<file path="src/rtl/avalon_copy_master_pkg.sv">
// Shared types and defaults for the Avalon-MM block copy master.
// Holds the FSM state encoding and the default bus widths.
package avalon_copy_master_pkg;

  localparam int unsigned DefAddrW = 13;
  localparam int unsigned DefDataW = 32;
  localparam int unsigned DefLenW  = 14;

  localparam logic [DefDataW/8-1:0] BE_ALL = '1;

  typedef enum logic [2:0] {
    StIdle,
    StRdReq,
    StRdWait,
    StWrReq,
    StFinish
  } state_e;

endpackage

</file>
<file path="src/rtl/avalon_copy_master.sv">
// Avalon-MM master that copies len words from src_addr to dst_addr, one word at a time:
// read, wait for readdatavalid, write, repeat. Pointers wrap modulo 2^ADDR_W.
module avalon_copy_master
  import avalon_copy_master_pkg::*;
#(
  parameter int unsigned ADDR_W = DefAddrW,
  parameter int unsigned DATA_W = DefDataW,
  parameter int unsigned LEN_W  = DefLenW
) (
  input  logic                clk,
  input  logic                reset_n,
  input  logic                start,
  input  logic [ADDR_W-1:0]   src_addr,
  input  logic [ADDR_W-1:0]   dst_addr,
  input  logic [LEN_W-1:0]    len,
  output logic                busy,
  output logic                done,
  output logic [LEN_W-1:0]    xfer_count,
  output logic [ADDR_W-1:0]   avm_address,
  output logic                avm_read,
  output logic                avm_write,
  output logic [DATA_W/8-1:0] avm_byteenable,
  output logic [DATA_W-1:0]   avm_writedata,
  input  logic [DATA_W-1:0]   avm_readdata,
  input  logic                avm_waitrequest,
  input  logic                avm_readdatavalid
);

  state_e              state_q, state_d;
  logic [ADDR_W-1:0]   src_q, src_d;
  logic [ADDR_W-1:0]   dst_q, dst_d;
  logic [LEN_W-1:0]    len_q, len_d;
  logic [LEN_W-1:0]    cnt_q, cnt_d;
  logic [DATA_W-1:0]   buf_q, buf_d;
  logic                busy_q, busy_d;
  logic [LEN_W-1:0]    cnt_inc;

  assign cnt_inc = cnt_q + LEN_W'(1);

  always_ff @(posedge clk or negedge reset_n) begin
    if (!reset_n) begin
      state_q <= StIdle;
      src_q   <= '0;
      dst_q   <= '0;
      len_q   <= '0;
      cnt_q   <= '0;
      buf_q   <= '0;
      busy_q  <= 1'b0;
    end else begin
      state_q <= state_d;
      src_q   <= src_d;
      dst_q   <= dst_d;
      len_q   <= len_d;
      cnt_q   <= cnt_d;
      buf_q   <= buf_d;
      busy_q  <= busy_d;
    end
  end

  always_comb begin
    state_d = state_q;
    src_d   = src_q;
    dst_d   = dst_q;
    len_d   = len_q;
    cnt_d   = cnt_q;
    buf_d   = buf_q;
    busy_d  = busy_q;
    unique case (state_q)
      StIdle: begin
        if (start) begin
          src_d = src_addr;
          dst_d = dst_addr;
          len_d = len;
          cnt_d = '0;
          if (len == '0) begin
            state_d = StFinish;
          end else begin
            state_d = StRdReq;
            busy_d  = 1'b1;
          end
        end
      end
      StRdReq: begin
        if (!avm_waitrequest) begin
          src_d   = src_q + ADDR_W'(1);
          state_d = StRdWait;
        end
      end
      StRdWait: begin
        if (avm_readdatavalid) begin
          buf_d   = avm_readdata;
          state_d = StWrReq;
        end
      end
      StWrReq: begin
        if (!avm_waitrequest) begin
          dst_d = dst_q + ADDR_W'(1);
          cnt_d = cnt_inc;
          if (cnt_inc == len_q) begin
            state_d = StFinish;
            // busy drops in the same cycle done rises
            busy_d  = 1'b0;
          end else begin
            state_d = StRdReq;
          end
        end
      end
      StFinish: begin
        state_d = StIdle;
      end
      default: begin
        state_d = StIdle;
        busy_d  = 1'b0;
      end
    endcase
  end

  always_comb begin
    avm_read       = 1'b0;
    avm_write      = 1'b0;
    avm_address    = '0;
    avm_byteenable = '0;
    done           = 1'b0;
    unique case (state_q)
      StRdReq: begin
        avm_read       = 1'b1;
        avm_address    = src_q;
        avm_byteenable = BE_ALL;
      end
      StWrReq: begin
        avm_write      = 1'b1;
        avm_address    = dst_q;
        avm_byteenable = BE_ALL;
      end
      StFinish: done = 1'b1;
      default: ;
    endcase
  end

  assign avm_writedata = buf_q;
  assign busy          = busy_q;
  assign xfer_count    = cnt_q;

endmodule

</file>
<file path="config.mk">
export PLATFORM = sky130hd
export DESIGN_NAME = avalon_copy_master
export DESIGN_NICKNAME = d
export VERILOG_FILES = /design/src/rtl/avalon_copy_master_pkg.sv /design/src/rtl/avalon_copy_master.sv
export SDC_FILE = /design/constraint.sdc
export NUM_CORES = 1
export LEC_CHECK = 0
export CORE_MARGIN = 2
export CORE_UTILIZATION = 40
export DETAILED_ROUTE_END_ITERATION = 16
export GPL_TIMING_DRIVEN = 0
export PLACE_DENSITY = 0.76
export SLEW_MARGIN = 20
export SYNTH_ARGS = -nofsm -noshare
export SYNTH_HDL_FRONTEND = slang
export SYNTH_SLANG_ARGS = --single-unit
</file>
<file path="constraint.sdc">
create_clock -name clk -period 2.4 [get_ports clk]
set_input_delay 0.48 -clock clk [delete_from_list [all_inputs] [get_ports clk]]
set_output_delay 0.48 -clock clk [all_outputs]
set_load 0.01 [all_outputs]
</file>
==> flow_summary.ini <==
[timing]
finalWorstSetupSlack_ns = 0.0629
fin_crit_ns = 2.34
holdWs_ns = 0.0252
finalClockSkew_ns = 0.00474
rsz0062_at_grt = true
hold_viol = 0
period_share_pct = 97.4
clock.fmax_mhz = 428
maxSlewHeadroom_pct = 52.2
setup_viol = 0
slew_viol_final = 0
tightest_slew_ns = 0.716

[final_layout]
most-common-layout-cells = clkdlybuf4s50_1, dfrtp_1, nand2_1, nor2_1, o21ai_0
fin_nets = 777
area_growth_pct = 41.2
antennaDiodeCount = 0
final_core_util_pct = 58.0
layout-drive-gt1-share_pct = 13.7
layout_commonest_cell = clkdlybuf4s50_1
final_cells = 849

[yosys]
synth_nets = 622
synthArstFlopShare_pct = 100
synthAdderAreaFrac_pct = 0.761
synth-main-ff-cell = dfrtp_1
ys_seq_elements = 90
yosysUniqueCellTypes = 62
yosys-mux-area-fraction_pct = 10.8
synthSimpleGateAreaFrac_pct = 20.9
synth_cells = 542
synth_edf_count = 0
yosys.area_share.xor_xnor_pct = 2.66
yosysSeqAreaShare_pct = 45.6
synth_area_per_cell_um2 = 9.10
synth_compound_area_share_pct = 15.1
synth.cell_area_um2 = 4930
ys_warn_count = 0
synth_top_family_by_area = simple AND/OR/NAND/NOR gates

[routing]
drt_iter0_drc = 271
avgRoutedWirePerCell_um = 16.9
vias = 4753
first_pass_iters = 4
postRouteAntennaNets = 0
drc = 0
via_per_inst = 5.60
drt_wl_total_um = 14300

[cts]
clockRootBuffer = clkbuf_16
cts_tree = built
hold_buffers = 0
clk_pin_slew_ns = 0.07
htree_num_levels = 3
max-clock-path-buffers = 2
insertion_delay_ns = 0.35
clkSinkCount = 90
cts_made_buffers = 9

[placed_design]
dpl.cell_count = 833
portBuffers = 143
hpwlAfterDp_um = 10900
gp_congestion = 0.943
pre_cts_ws_ns = -0.531

[global_route]
busiest_layer = met2
grt_max_degree = 54
antenna_found_initial = 0
grt.met2_usage_pct = 36.9
grt_pass1_vias = 4728
grt_use_met3_pct = 6.06
grt_overflow = 0
grt_pass1_wl_um = 23300
grt_use_total_pct = 22.5
grtUsageMet1_pct = 28.1

[critical_path]
endpoint_kind = output pin
cp_data_required_time_ns = 1.92
critPathKind = flip-flop to output pin
arrival_ns = 1.86
crit_fanout = 10
worstSetupStartpointType = flip-flop

[pwr]
totalPowerFinal_mw = 8.28
powerDensity_nw_per_um2 = 1190
leakage_nw = 2.92
vdd.ir_drop.worst_uv = 723

[floorplanning]
ioPinCount = 144
core_um2 = 12000
rows = 40
die-area_um2 = 13200
initial_core_util_pct = 41.1
chipWidth_um = 115
fp.dieH_um = 115

[job]
drv_cap = 0

[run_status]
outcome = complete, no violations

[hold_path]
min_path_type = primary input to asynchronous set/reset pin
==> registers in the layout, summed over array words and instances, names as in the netlist <==
signal and count:
src_q 13, len_q 14, busy 1, xfer_count 14
state_q 3, dst_q 13, avm_writedata 32
==> cells in the mapped netlist (all sizes together) (2+ instances only) <==
cell / instances / share of area [%]
nor3b: 3 / 0.46
and2: 2 / 0.25
nor3: 13 / 1.4
or3: 4 / 0.53
a22o: 5 / 0.89
nand2b: 4 / 0.51
nor4: 5 / 0.94
inv: 8 / 0.61
a21oi: 28 / 2.8
mux2i: 17 / 3.4
a31oi: 9 / 1.1
nand2: 76 / 5.8
o31ai: 2 / 0.30
nand3: 24 / 2.5
xnor2: 11 / 2.0
o21a: 2 / 0.30
o21ai: 52 / 5.3
o22a: 2 / 0.36
or4: 2 / 0.30
buf: 17 / 1.8
nor4b: 3 / 0.66
o311ai: 2 / 0.36
mux2: 32 / 7.3
o22ai: 5 / 0.63
a22oi: 2 / 0.30
nor2: 56 / 4.3
clkbuf: 21 / 1.6
xor2: 4 / 0.71
nand4: 7 / 1.2
and3: 9 / 1.1
dfrtp: 90 / 46
ha: 3 / 0.76
a32oi: 2 / 0.36
==> cell type report <==
cell class / instances / area, µm²
multi-input combinational: 405 / 2530
tap: 147 / 184
inverter: 9 / 45.0
fill: 1065 / 5040
buffer: 34 / 174
timing repair buffer: 148 / 1480
sequential: 90 / 2250
clock inverter: 7 / 70.1
clock buffer: 9 / 225
==> where the power goes <==
group / switching, mW / internal (mW) / total, mW
Clock: 0.614 / 0.805 / 1.42
Combinational: 2.01 / 2.05 / 4.06
Sequential: 0.628 / 2.17 / 2.80
Total: 3.25 / 5.03 / 8.28
==> metrics by stage <==
stage / setup TNS [ns] / area [µm²]
after floorplan: 0 / 4930
after global placement: -239.00 / 6550
after detailed placement: -22.85 / 6580
after CTS: -0.0495 / 6930
after global routing: -0.0377 / 6970
final: 0 / 6970
==> critical path, cell delays in order (launching register included) <==
cell,delay (ns)
dfrtp_1,0.40
buf_4,0.18
nand2b_4,0.18
nor2_1,0.18
clkdlybuf4s50_1,0.56
==> routing by layer <==
layer  part of all wire, %  vias to the layer above
li1                      -                     2240
met1                    40                     2291
met2                    49                      194
met3                   8.6                       28
met4                   2.3                        0
met5                     0                        -
==> cell families (layout without fill, tap and decap cells) <==
kind of cell,after synthesis,in the layout
adders and majority gates,3,3
DFF,90,90
muxes,49,49
AOI/OAI and AO/OA,124,124
buffers and inverters,47,207
and+or+nand+nor,214,214
xor gates and xnor gates,15,15
==> timing repair <==
item / 4_1_cts / 5_1_grt
endpoints found under the setup margin: 67 / 24
endpoints found under the hold margin: 0 / 0
buffers inserted: 2 / 2
resized for setup: 35 / 16
pin swaps: 0 / 2
cloned: 0 / 0
==> final timing paths <==
check / start / to / slack [ns] / depth (start not counted)
worst max-delay path: state_q[2] / avm_address[8] / 0.06 / 4
worst min-delay path: reset_n / dst_q[3] / 0.03 / 1
worst max register to register: xfer_count[2] / busy / 0.10 / 8
worst min register to register: len_q[11] / len_q[11] / 0.50 / 2
max in group asynchronous: reset_n / dst_q[8] / 1.78 / 2
min in group clk: len_q[11] / len_q[11] / 0.50 / 2
(Power assumes the default switching activity.)
